--- config.mk ---
export PLATFORM = sky130hd
export DESIGN_NAME = mem_arbiter
export DESIGN_NICKNAME = d
export VERILOG_FILES = /design/src/rtl/mem_arbiter.sv
export SDC_FILE = /design/constraint.sdc
export NUM_CORES = 1
export LEC_CHECK = 0
export ABC_CLOCK_PERIOD_IN_PS = 2500
export CAP_MARGIN = 25
export CORE_UTILIZATION = 29
export CTS_BUF_LIST = sky130_fd_sc_hd__clkbuf_8
export DETAILED_ROUTE_END_ITERATION = 8
export PLACE_DENSITY = 0.91
export REMOVE_ABC_BUFFERS = 1
export SYNTH_ARGS = -nofsm -noshare
export SYNTH_HDL_FRONTEND = slang
export SYNTH_SLANG_ARGS = --single-unit
--- constraint.sdc ---
create_clock -name clock -period 2.5 [get_ports clock]
set_input_delay 0.625 -clock clock [delete_from_list [all_inputs] [get_ports clock]]
set_output_delay 0.625 -clock clock [all_outputs]
set_load 0.01 [all_outputs]
--- src/rtl/mem_arbiter.sv ---
// mem_arbiter: arbitrates two requesters onto one shared synchronous memory.
// The read and write ports are arbitrated independently, so one read and one
// write can be granted in the same cycle. Each port uses a 1-bit round-robin
// pointer. Read data returns one cycle after the grant and is tagged with the
// index of the requester that was granted.
//
// Optional feature (macro MEM_ARBITER_RAW_BYPASS_EN): when a read and a write
// are granted in the same cycle to the same address, the written data is
// returned on rd_data on the following cycle.
//
// Ports:
//   clock, rst_n            clock, asynchronous active-low reset
//   rd_req/rd_addr          per-requester read requests and addresses
//   rd_gnt                  one-hot-or-zero read grant (combinational)
//   rd_valid/rd_data        tagged read return, one cycle after the grant
//   wr_req/wr_addr/wr_data  per-requester write requests, addresses and data
//   wr_gnt                  one-hot-or-zero write grant (combinational)
//   mem_rden/mem_rdaddress  memory read control
//   mem_wren/mem_wraddress/mem_data  memory write control
//   mem_q                   memory read data, valid one cycle after mem_rden
module mem_arbiter #(
    parameter int  WIDTH = 8,
    parameter int  DEPTH = 64,
    localparam int AW    = $clog2(DEPTH)
) (
    input  logic               clock,
    input  logic               rst_n,
    input  logic [1:0]         rd_req,
    input  logic [2*AW-1:0]    rd_addr,
    output logic [1:0]         rd_gnt,
    output logic [1:0]         rd_valid,
    output logic [WIDTH-1:0]   rd_data,
    input  logic [1:0]         wr_req,
    input  logic [2*AW-1:0]    wr_addr,
    input  logic [2*WIDTH-1:0] wr_data,
    output logic [1:0]         wr_gnt,
    output logic               mem_rden,
    output logic [AW-1:0]      mem_rdaddress,
    output logic               mem_wren,
    output logic [AW-1:0]      mem_wraddress,
    output logic [WIDTH-1:0]   mem_data,
    input  logic [WIDTH-1:0]   mem_q
);

    logic             r_rd_ptr;
    logic             r_wr_ptr;
    logic             r_rd_vld;
    logic             r_tag;
    logic [1:0]       w_rd_gnt;
    logic [1:0]       w_wr_gnt;
    logic [WIDTH-1:0] w_rd_src;

    // Both requesting: the pointer picks the winner; otherwise the sole
    // requester (or nobody) wins.
    function automatic logic [1:0] arb(input logic [1:0] req, input logic ptr);
        if (req == 2'b11)
            return ptr ? 2'b10 : 2'b01;
        return req;
    endfunction

    // Grants are forced to zero while reset is asserted.
    always_comb begin
        w_rd_gnt = 2'b00;
        w_wr_gnt = 2'b00;
        if (rst_n) begin
            w_rd_gnt = arb(rd_req, r_rd_ptr);
            w_wr_gnt = arb(wr_req, r_wr_ptr);
        end
    end

    assign rd_gnt = w_rd_gnt;
    assign wr_gnt = w_wr_gnt;

    always_comb begin
        mem_rden      = |w_rd_gnt;
        mem_rdaddress = '0;
        if (w_rd_gnt[1])
            mem_rdaddress = rd_addr[AW +: AW];
        else if (w_rd_gnt[0])
            mem_rdaddress = rd_addr[0 +: AW];

        mem_wren      = |w_wr_gnt;
        mem_wraddress = '0;
        mem_data      = '0;
        if (w_wr_gnt[1]) begin
            mem_wraddress = wr_addr[AW +: AW];
            mem_data      = wr_data[WIDTH +: WIDTH];
        end else if (w_wr_gnt[0]) begin
            mem_wraddress = wr_addr[0 +: AW];
            mem_data      = wr_data[0 +: WIDTH];
        end
    end

    // After a grant the pointer prefers the requester that was not granted.
    always_ff @(posedge clock or negedge rst_n) begin
        if (!rst_n) begin
            r_rd_ptr <= 1'b0;
            r_wr_ptr <= 1'b0;
        end else begin
            if (|w_rd_gnt) r_rd_ptr <= w_rd_gnt[0];
            if (|w_wr_gnt) r_wr_ptr <= w_wr_gnt[0];
        end
    end

    // Read return tracking: one valid flag plus the grantee index.
    always_ff @(posedge clock or negedge rst_n) begin
        if (!rst_n) begin
            r_rd_vld <= 1'b0;
            r_tag    <= 1'b0;
        end else begin
            r_rd_vld <= |w_rd_gnt;
            if (|w_rd_gnt) r_tag <= w_rd_gnt[1];
        end
    end

    assign rd_valid = r_rd_vld ? (r_tag ? 2'b10 : 2'b01) : 2'b00;

`ifdef MEM_ARBITER_RAW_BYPASS_EN
    // The memory returns old contents on a same-cycle read/write collision;
    // capture the write data so the read sees the new value.
    logic             r_byp_vld;
    logic [WIDTH-1:0] r_byp_data;

    always_ff @(posedge clock or negedge rst_n) begin
        if (!rst_n) begin
            r_byp_vld  <= 1'b0;
            r_byp_data <= '0;
        end else begin
            r_byp_vld  <= mem_rden && mem_wren && (mem_rdaddress == mem_wraddress);
            r_byp_data <= mem_data;
        end
    end

    assign w_rd_src = r_byp_vld ? r_byp_data : mem_q;
`else
    assign w_rd_src = mem_q;
`endif

    assign rd_data = r_rd_vld ? w_rd_src : '0;

endmodule

==> Word level (Yosys, flattened, before mapping) <==
Index checks and enable logic that the tools add are counted.
{ "totals": {"register_bits": 4, "out_inout_bits": 36, "in_bits": 54, "word_cells": 29} }
{ "classes": {"n_mux": 21, "reduce_logical": 2, "n_eq_ne": 2} }
{ "ops": {"columns": ["op", "count"], "rows": [
  ["two-way mux 6 bit", 4],
  ["two-way mux 8 bit", 3],
  ["two-way mux 2 bit", 10],
  ["== test 2 bit, second input constant", 2],
  ["two-way mux 1 bit", 4],
  ["OR reduction 2 bit", 2]
]} }

==> Depth between registers and ports, before layout <==
Gate-level depths: netlist (run 1).
{ "depth": {"word_depth": 7, "mapped_depth": 4, "ltp_nobuf": 2} }

==> Least setup slack after synthesis (run 1) <==
No wires, ideal clock.
{ "synth_path": {"kind": "input-to-output", "startpoint": "input port rst_n", "endpoint": "output port mem_rdaddress[0]", "stages": 4, "path_buffers": 2, "setup_slack_ns": 0.541, "t_required_ns": 1.875, "arrival_time_ns": 1.334, "cell_sequence": "buf_2 > buf_4 > nand2_1 > o32ai_1"} }
{ "synth_via": {"elab_chain_cells": 3} }
{ "synth_lines": {"columns": ["item", "line", "source"], "rows": [
  ["start, declared", "27", "input logic rst_n,"],
  ["two-way mux 2 bit (*)", "65", "if (rst_n) begin"],
  ["two-way mux 6 bit", "79", "else if (w_rd_gnt[0])"],
  ["two-way mux 6 bit (*)", "77", "if (w_rd_gnt[1])"],
  ["end, declared", "38", "output logic [AW-1:0] mem_rdaddress,"]
]} }
Every way passes the cells marked *; elsewhere a longest branch is shown, timed or not.

==> Worst setup path in the final report (run 1) <==
{ "layout_path": {"startpoint": "input port rd_req[1]", "endpoint": "output port mem_rdaddress[4]"} }
{ "layout_via": {"elab_chain_cells": 7} }
{ "layout_lines": {"columns": ["item", "line", "source"], "rows": [
  ["start, declared", "28", "input logic [1:0] rd_req,"],
  ["== test 2 bit", "56", "if (req == 2'b11)"],
  ["two-way mux 1 bit", "56", null],
  ["two-way mux 1 bit", "65", null],
  ["two-way mux 2 bit (*)", "58", "return req;"],
  ["two-way mux 2 bit (*)", "65", null],
  ["two-way mux 6 bit", "79", null],
  ["two-way mux 6 bit (*)", "77", null]
]} }
Every way passes the cells marked *; elsewhere a longest branch is shown, timed or not. The select of a mux whose other input is x is not followed.

==> results.cfg, run 1 <==
[floorplan]
die-height_um = 52.9
design.die.area_um2 = 2800
site_rows = 18
die_x_um = 52.9
pin_count = 90
floorplan.initialDensity_pct = 30.6
core_um2 = 2450

[critical_path]
critical_path_depth = 4
critical_path_peak_fanout = 6
cp-end-kind = output pin
cp_data_required_time_ps = 1880
timing.reg2reg.worst_path_depth = 2
crit_family = buffers and inverters
cpPeakStageDelay_ps = 570
worstSetupStartpointType = input pin
path_class = in2out
critical_path.n_buffers_inverters = 3
worst_ep_arrival_time_ps = 1780
timing.critical_path.cells = clkdlybuf4s50_1 -> inv_2 -> o32ai_1 -> buf_2
cpMaxStageDelayCell = clkdlybuf4s50_1

[power_and_ir_drop]
p_leak_nw = 0.811
sw_frac_of_total_pct = 34.0
p_clk_share_pct = 25.3
power_density_nw_per_um2 = 326
switching_power_mw = 0.194
power.internal_mw = 0.377
total_power_mw = 0.571
combinationalPowerShare_pct = 59.0
share_seq_of_total_power_pct = 15.7
vdd_ir_drop_max_mv = 0.285

[status]
status = finished clean

[drt]
vias = 1152
detail-route-antenna-nets = 0
routed_wirelength_um = 3100
drtIter0Drc = 5
detailedRoute.firstPassIterationCount = 4
remaining_drc_errors = 0
avgRoutedWirePerCell_um = 13.4
vias_per_cell = 4.99

[cts]
htreeDepth = 1
cts_buffer_depth = 2
clk_latency_ps = 230
clock_sink_count = 4
cts.root.buffer_cell = clkbuf_8
clk_pin_slew_ps = 30
cts_buffers = 3
tritoncts = built
cts_hold_buffers = 0

[grt]
grt_pass1_vias = 1104
globalRoute.totalOverflow = 0
grt_start_max_net_pins = 31
grt_antenna_before_repair = 0
grt_first_pass_wirelength_um = 4790
grt_usage_pct = 23.3

[timing]
timing.clock.skew_ps = 5.26
measured_slew_at_the_worst_slew_check_pin_ps = 245
slew-limit-headroom_pct = 83.7
layout_setup_ws_ps = 93.6
maxClockFrequency_mhz = 416
final.period_utilization_pct = 96.3
holdWs_ps = 550
hold_violations = 0
drv_slew = 0
grt_setup_unrepaired = no
period_minus_slack_ps = 2410
setup_viol = 0
fin_setup_tns_ps = 0

[cells_and_area]
final.fill_count = 205
final_util_pct = 71.4
areaGrowthSynthToFinish_pct = 133
layout-drive-gt1-share_pct = 27.4
fin_nets = 257
seqCellArea_um2 = 100
antenna_diode_count = 0
multi_input_comb_area_um2 = 609

[synth]
yosysUniqueCellTypes = 14
synth-main-ff-cell = dfrtp_1
synth_area_um2 = 752
synth_edf_count = 0
synthesized_area_divided_by_synthesized_cell_count_um2 = 7.09
post-synth-top-count-cell = nand2_1
yosysTopAreaCellShare_pct = 21.6
synth.ff_latch_count = 4
synthDominantAreaCellType = o32ai_2
synthesized_instance_count = 106
yosysWarnings = 0
synthArstFlopShare_pct = 100
synth.top_cells.by_area = o32ai_2 22%, nand2_1 21%, dfrtp_1 13%
synth_top_cells_by_count = 42 x nand2_1, 10 x o32ai_1, 10 x o32ai_2
synth.yosys.seq_area_share_pct = 13.3

[placement]
routabilityCongestion = 0.777
buffer_ports.inserted = 89
placement.setup.worst_slack_ps = -428
place_hpwl_um = 2380

[job]
maxCapViolations = 0

[min_path]
hold_depth = 2
timing.hold.worst.class = reg2reg
placed cells by master (no fill, tap or decap), types with 4 or more instances in the layout:
| cell type | n |
|---|---|
| clkdlybuf4s50_1 | 59 |
| nand2_1 | 42 |
| buf_2 | 20 |
| o32ai_2 | 13 |
| and2_1 | 9 |
| buf_4 | 9 |
| nor2_1 | 8 |
| o32ai_1 | 7 |
| dlygate4sd2_1 | 7 |
| buf_12 | 4 |
| dfrtp_1 | 4 |
logic make-up (layout without fill, tap and decap cells):
logic type,after synthesis,in the layout,synth area share (%)
DFF,4,4,13.3
buffers and inverters,15,110,12.3
and+or+nand+nor,62,62,34.9
AOI/OAI and AO/OA,25,25,39.4
metrics by stage:
stage | instances | area [um^2]
finish | 231 | 1750
global route | 231 | 1750
floorplan | 95 | 674
CTS | 231 | 1720
global placement | 224 | 1720
detailed placement | 224 | 1720
layout make-up:
cell class	count	share of cell area, %
multi-input cells	87	34.8
inverters	4	0.857
repair buffers	103	54.1
well taps	30	2.14
clock buffers	3	2.36
flip-flops and latches	4	5.71
repair_timing:
action | in CTS | in global routing
gates resized for setup | 97 | 7
buffers inserted | 4 | 0
pin swaps | 0 | 0
setup endpoints to repair | 26 | 8
final timing paths:
check,startpoint,slack (ps),end
setup / recovery,rd_req[1],90,mem_rdaddress[4]
hold / removal,r_tag$_DFFE_PN0P_,550,r_tag$_DFFE_PN0P_
setup reg to reg,r_rd_ptr$_DFFE_PN0P_,1540,r_tag$_DFFE_PN0P_
hold reg to reg,r_tag$_DFFE_PN0P_,550,r_tag$_DFFE_PN0P_
max in group asynchronous,rst_n,1750,r_rd_vld$_DFF_PN0_
min in group asynchronous,rst_n,640,r_wr_ptr$_DFFE_PN0P_
sequential cells by signal, indices dropped and copies added, names as in the netlist:
name      count
r_tag         1
r_rd_ptr      1
r_rd_vld      1
r_wr_ptr      1
per-layer routing:
layer / track usage [%] / wire, um
met1: 23.9 / 1130
met2: 45.8 / 1730
met3: 5.46 / 217
met4: 6.58 / 19
met5: 0 / 0
worst min-delay path, delay by kind of cell, from the launching register on:
family                 cells  cell delay (ps)
AO/OA/AOI/OAI              1               50
buffers and inverters      1               70
flip-flops                 1              380
power by group through the flow:
stage	Sequential [mW]	Clock, mW	Combinational (mW)
4_1_cts	0.0889	0.144	0.332
6_report	0.0896	0.144	0.337
3_3_place_gp	0.0839	0	0.331
5_1_grt	0.0915	0.149	0.361
2_1_floorplan	0.0821	0	0.123
3_5_place_dp	0.0846	0	0.341
No activity file was read; power rests on OpenSTA's default activity.
==> run 2, diff against run 1 <==
==> config.mk (replaced) <==
export PLATFORM = sky130hd
export DESIGN_NAME = mem_arbiter
export DESIGN_NICKNAME = d
export VERILOG_FILES = /design/src/rtl/mem_arbiter.sv
export SDC_FILE = /design/constraint.sdc
export NUM_CORES = 1
export LEC_CHECK = 0
export ABC_CLOCK_PERIOD_IN_PS = 2000
export CAP_MARGIN = 25
export CORE_UTILIZATION = 25
export CTS_BUF_LIST = sky130_fd_sc_hd__clkbuf_8
export DETAILED_ROUTE_END_ITERATION = 8
export PLACE_DENSITY = 0.84
export REMOVE_ABC_BUFFERS = 1
export SLEW_MARGIN = 40
export SYNTH_ARGS = -nofsm -noshare
export SYNTH_HDL_FRONTEND = slang
export SYNTH_SLANG_ARGS = --single-unit
==> constraint.sdc (replaced) <==
create_clock -name clock -period 2 [get_ports clock]
set_input_delay 0.5 -clock clock [delete_from_list [all_inputs] [get_ports clock]]
set_output_delay 0.5 -clock clock [all_outputs]
set_load 0.01 [all_outputs]
==> run 2 against run 1 <==
  * The flow now finishes with violations (DRC)
  * Setup slack got worse by 24 ps
  * Flip-flop and latch count did not move
  * Worst hold slack got worse by 130 ps
  * First-iteration DRC count rose to 7.2 times the previous value
  * Utilization fell by 6.9 points
  * Sequential power rose by 24%
  * Power rose by 27%
  * Via count fell by 1.2%
  * Combinational power rose by 31%
  * Critical path type unchanged
  * Largest cell class unchanged
  * Largest power group unchanged
  * Highest routed layer unchanged
==> results.cfg, run 2 (same netlist as run 1, synthesis figures left out) <==
[floorplan]
pin_count = 90
design.die.area_um2 = 3230
floorplan.initialDensity_pct = 26.8
die_x_um = 56.8
die-height_um = 56.8
site_rows = 19
core_um2 = 2810

[critical_path]
cpMaxStageDelayCell = clkdlybuf4s15_2
worst_path_most_repeated_cell = buf_6
critical_path_peak_fanout = 13
cp-end-kind = output pin
ff2ff_setup_slack_ps = 1010
worstSetupStartpointType = input pin
path_class = in2out
cpPeakStageDelay_ps = 210
timing.critical_path.cells = clkdlybuf4s15_2 -> buf_6 -> buf_6 -> nand2_1 -> o32ai_2 -> buf_2
timing.reg2reg.worst_path_depth = 3
worst_ep_arrival_time_ps = 1430
cp_data_required_time_ps = 1500

[cells_and_area]
fin_nets = 258
layout_commonest_cell = clkdlybuf4s50_1
layout-drive-gt1-share_pct = 30.2
mostFrequentLayoutCells = 50 x clkdlybuf4s50_1, 42 x nand2_1, 20 x buf_2
layoutNonFillerInstCount = 233
final_util_pct = 64.5
final_area_um2 = 1810
final.fill_count = 238
antenna_diode_count = 0
areaGrowthSynthToFinish_pct = 141

[placement]
postPlaceCellArea_um2 = 1730
place_hpwl_um = 2420
buffer_ports.inserted = 89
routabilityCongestion = 0.727
instance_count_after_placement_with_tap_cells_included = 227

[power_and_ir_drop]
power_density_nw_per_um2 = 402
p_leak_nw = 0.835
vdd_ir_drop_max_mv = 0.177

[drt]
vias = 1138
remaining_drc_errors = 16
routed_wirelength_um = 3190
detailedRoute.firstPassIterationCount = 6
drtIter0Drc = 36
detail-route-antenna-nets = 0
avgRoutedWirePerCell_um = 13.7
vias_per_cell = 4.88

[timing]
drv_slew = 0
fin_setup_tns_ps = 0
measured_slew_at_the_worst_slew_check_pin_ps = 214
hold_violations = 0
maxClockFrequency_mhz = 518
final.period_utilization_pct = 96.5
setup_viol = 0
slew-limit-headroom_pct = 85.7
period_minus_slack_ps = 1930
timing.clock.skew_ps = 0.996

[grt]
grt_start_max_net_pins = 29
grt_antenna_before_repair = 0
grt_pass1_vias = 1169
globalRoute.totalOverflow = 0
grt_usage_pct = 19.2
grt_first_pass_wirelength_um = 5000

[cts]
cts_hold_buffers = 0
cts_buffers = 3
htreeDepth = 1
cts_buffer_depth = 2
tritoncts = built
clock_sink_count = 4
clk_pin_slew_ps = 30
cts.root.buffer_cell = clkbuf_8
clk_latency_ps = 220

[status]
failed_checks = DRC
status = complete, but fails checks

[min_path]
timing.hold.worst.class = in2async

[job]
maxCapViolations = 0
run 2: power by group:
group / internal [mW] / total [mW] / switching [mW]
Sequential: 0.0939 / 0.111 / 0.0174
Combinational: 0.260 / 0.443 / 0.184
Clock: 0.128 / 0.172 / 0.0437
Total: 0.482 / 0.727 / 0.245
run 2: area by class of cell:
class / count / area, um^2 / area share (%)
timing repair buffer: 104 / 960 / 53.0
multi-input combinational: 87 / 654 / 36.2
sequential: 4 / 100 / 5.53
clock buffer: 3 / 41.3 / 2.28
tap: 31 / 38.8 / 2.14
inverter: 4 / 15.0 / 0.830
run 2: path summary, 6_finish.rpt:
check | endpoint | from
worst max-delay path | mem_rdaddress[5] | rst_n
worst min-delay path | r_wr_ptr$_DFFE_PN0P_ | rst_n
worst max register to register | r_rd_ptr$_DFFE_PN0P_ | r_rd_ptr$_DFFE_PN0P_
worst min register to register | r_tag$_DFFE_PN0P_ | r_tag$_DFFE_PN0P_
max in group asynchronous | r_tag$_DFFE_PN0P_ | rst_n
min in group clock | r_tag$_DFFE_PN0P_ | r_tag$_DFFE_PN0P_
run 2: layer usage:
layer | up-vias | wire length (um) | global-route usage, %
met1 | 517 | 1230 | 20.4
met5 | - | 0 | 0
li1 | 565 | - | -
met2 | 52 | 1690 | 36.6
met4 | 0 | 30 | 7.32
met3 | 4 | 232 | 3.92
run 2: timing repair:
| action | in CTS | in global routing |
|---|---|---|
| resized for setup | 116 | 10 |
| pin swaps | 0 | 0 |
| setup buffers | 2 | 0 |
| setup endpoints to repair | 34 | 18 |
| hold endpoints to repair | 0 | 0 |
| gates cloned | 0 | 1 |
run 2: worst max-delay path, delay by kind of cell:
kind	cells	cell delay [ps]
AO/OA/AOI/OAI	1	200
buffers and inverters	4	640
AND/OR/NAND/NOR	1	80
run 2: through the flow:
step	setup WS, ps	hold WS, ps	power [mW]
final	69.8	419	0.727
after detailed placement	-679	523	0.535
after CTS	2.12	409	0.699
after global routing	-18.7	432	0.774
after global placement	-615	510	0.524
after floorplan	-126	204	0.256
==> run 3, diff against run 2 <==
--- a/config.mk
+++ b/config.mk
@@ -7,6 +7,7 @@
 export LEC_CHECK = 0
 export ABC_CLOCK_PERIOD_IN_PS = 2000
 export CAP_MARGIN = 25
+export CORE_MARGIN = 10
 export CORE_UTILIZATION = 25
 export CTS_BUF_LIST = sky130_fd_sc_hd__clkbuf_8
 export DETAILED_ROUTE_END_ITERATION = 8
==> run 3 against run 2 <==
  * First-iteration DRC count is 11% higher
  * Die area increased by 73%
  * Flip-flop and latch count unchanged
  * Final area is 8.2% higher
  * Critical path type unchanged
  * Largest cell class unchanged
  * The flow now finishes without violations
  * Power grew 9.4%
  * Combinational power increased by 16%
  * Highest routed layer unchanged
  * Maximum frequency is 2.1% lower
  * Critical path depth fell by 1
  * Routed wire length up 39%
==> results.cfg, run 3 (same netlist as run 1, synthesis figures left out) <==
[drt]
vias = 1223
vias_per_cell = 5.18
avgRoutedWirePerCell_um = 18.8
detail-route-antenna-nets = 0
detailedRoute.firstPassIterationCount = 4
routed_wirelength_um = 4440
remaining_drc_errors = 0
drtIter0Drc = 40

[floorplan]
die_x_um = 74.8
core_um2 = 2810
site_rows = 19
pin_count = 90
die-height_um = 74.8
floorplan.initialDensity_pct = 26.8
design.die.area_um2 = 5600

[power_and_ir_drop]
total_power_mw = 0.795
p_leak_nw = 0.888
vdd_ir_drop_max_mv = 0.183
power_density_nw_per_um2 = 406

[status]
status = finished clean

[critical_path]
crit_path_from = rd_req[0]
cp-end-kind = output pin
worst_ep_arrival_time_ps = 1470
cp_data_required_time_ps = 1500
reg2reg_from = r_rd_ptr$_DFFE_PN0P_
worstSetupStartpointType = input pin
path_class = in2out
critical_path_peak_fanout = 7
timing.reg2reg.worst_path_depth = 3

[grt]
grt_use_met1_pct = 14.0
grt_pass1_vias = 1273
grt_first_pass_wirelength_um = 6480
grt-busiest-layer = met2
globalRoute.totalOverflow = 0
grt_usage_pct = 14.8
grt_antenna_before_repair = 0
met3_usage_pct = 6.04
gr-usage-met2_pct = 27.1
grt_start_max_net_pins = 31

[timing]
timing.clock.skew_ps = 0.0270
maxClockFrequency_mhz = 507
slew-limit-headroom_pct = 84.3
holdWs_ps = 469
measured_slew_at_the_worst_slew_check_pin_ps = 234
drv_slew = 0
fin_setup_tns_ps = 0
final.period_utilization_pct = 98.5
period_minus_slack_ps = 1970
hold_violations = 0
layout_setup_ws_ps = 29.2
setup_viol = 0

[cells_and_area]
areaGrowthSynthToFinish_pct = 160
layout-drive-gt1-share_pct = 36.6
antenna_diode_count = 0
fin_nets = 261
layoutNonFillerInstCount = 236
mostFrequentLayoutCells = 47 x clkdlybuf4s50_1, 37 x nand2_1, 20 x buf_2
layout_commonest_cell = clkdlybuf4s50_1

[cts]
htreeDepth = 1
cts.root.buffer_cell = clkbuf_8
cts_hold_buffers = 0
cts_buffer_depth = 2
cts_buffers = 3
clk_pin_slew_ps = 30
clock_sink_count = 4
tritoncts = built
clk_latency_ps = 220

[placement]
routabilityCongestion = 0.690
buffer_ports.inserted = 89
placement.setup.worst_slack_ps = -686
place_hpwl_um = 3310
instance_count_after_placement_with_tap_cells_included = 226

[min_path]
timing.hold.worst.class = in2async

[job]
maxCapViolations = 0
-- run 3: cell types whose count changed in the layout (fill, tap and decap cells not counted), sizes merged --
cell	change
clkdlybuf4s15	+1
clkbuf	+2
clkdlybuf4s50	-3
dlymetal6s2s	+3
dlygate4sd2	-4
buf	+4
-- run 3: power by group --
group	total [mW]	internal, mW	switching (mW)
clock	0.172	0.128	0.0432
combinational	0.513	0.292	0.221
sequential	0.111	0.0940	0.0172
total	0.795	0.514	0.281
-- run 3: stage by stage --
stage | instance area, um^2 | util [%]
after floorplan | 674 | -
after global placement | 1720 | 61.5
after detailed placement | 1720 | 61.5
after CTS | 1850 | 66.0
after global routing | 1960 | 69.8
final | 1960 | 69.8
-- run 3: repair_timing --
item	CTS	global route
setup endpoints to repair	34	18
cloned	1	1
setup buffers	5	0
gates resized for setup	138	22
pin swaps	0	3
-- run 3: final timing paths --
kind                                              to  slack [ps]
worst max-delay path                mem_rdaddress[2]          30
worst min-delay path               r_tag$_DFFE_PN0P_         470
worst max register to register  r_rd_ptr$_DFFE_PN0P_        1000
worst min register to register     r_tag$_DFFE_PN0P_         540
max in group asynchronous       r_wr_ptr$_DFFE_PN0P_        1420
min in group clock                 r_tag$_DFFE_PN0P_         540
-- run 3: layout make-up --
class / instances / area [um^2]
flip-flops and latches: 4 / 100
fillers: 236 / 847
multi-input cells: 87 / 757
inverters: 4 / 15.0
clock buffers: 3 / 41.3
repair buffers: 107 / 1010
well taps: 31 / 38.8
-- run 3: per-layer routing --
| metal | wire length, um | vias to the layer above |
|---|---|---|
| met3 | 437 | 10 |
| met1 | 1520 | 568 |
| met2 | 2380 | 70 |
| met4 | 100 | 0 |
| met5 | 0 | - |
| li1 | - | 575 |
-- run 3: worst max-delay path: stages --
cell and delay (ps):
dlygate4sd2_1 240, nor2b_4 160, buf_4 150, o32ai_2 240
buf_2 180
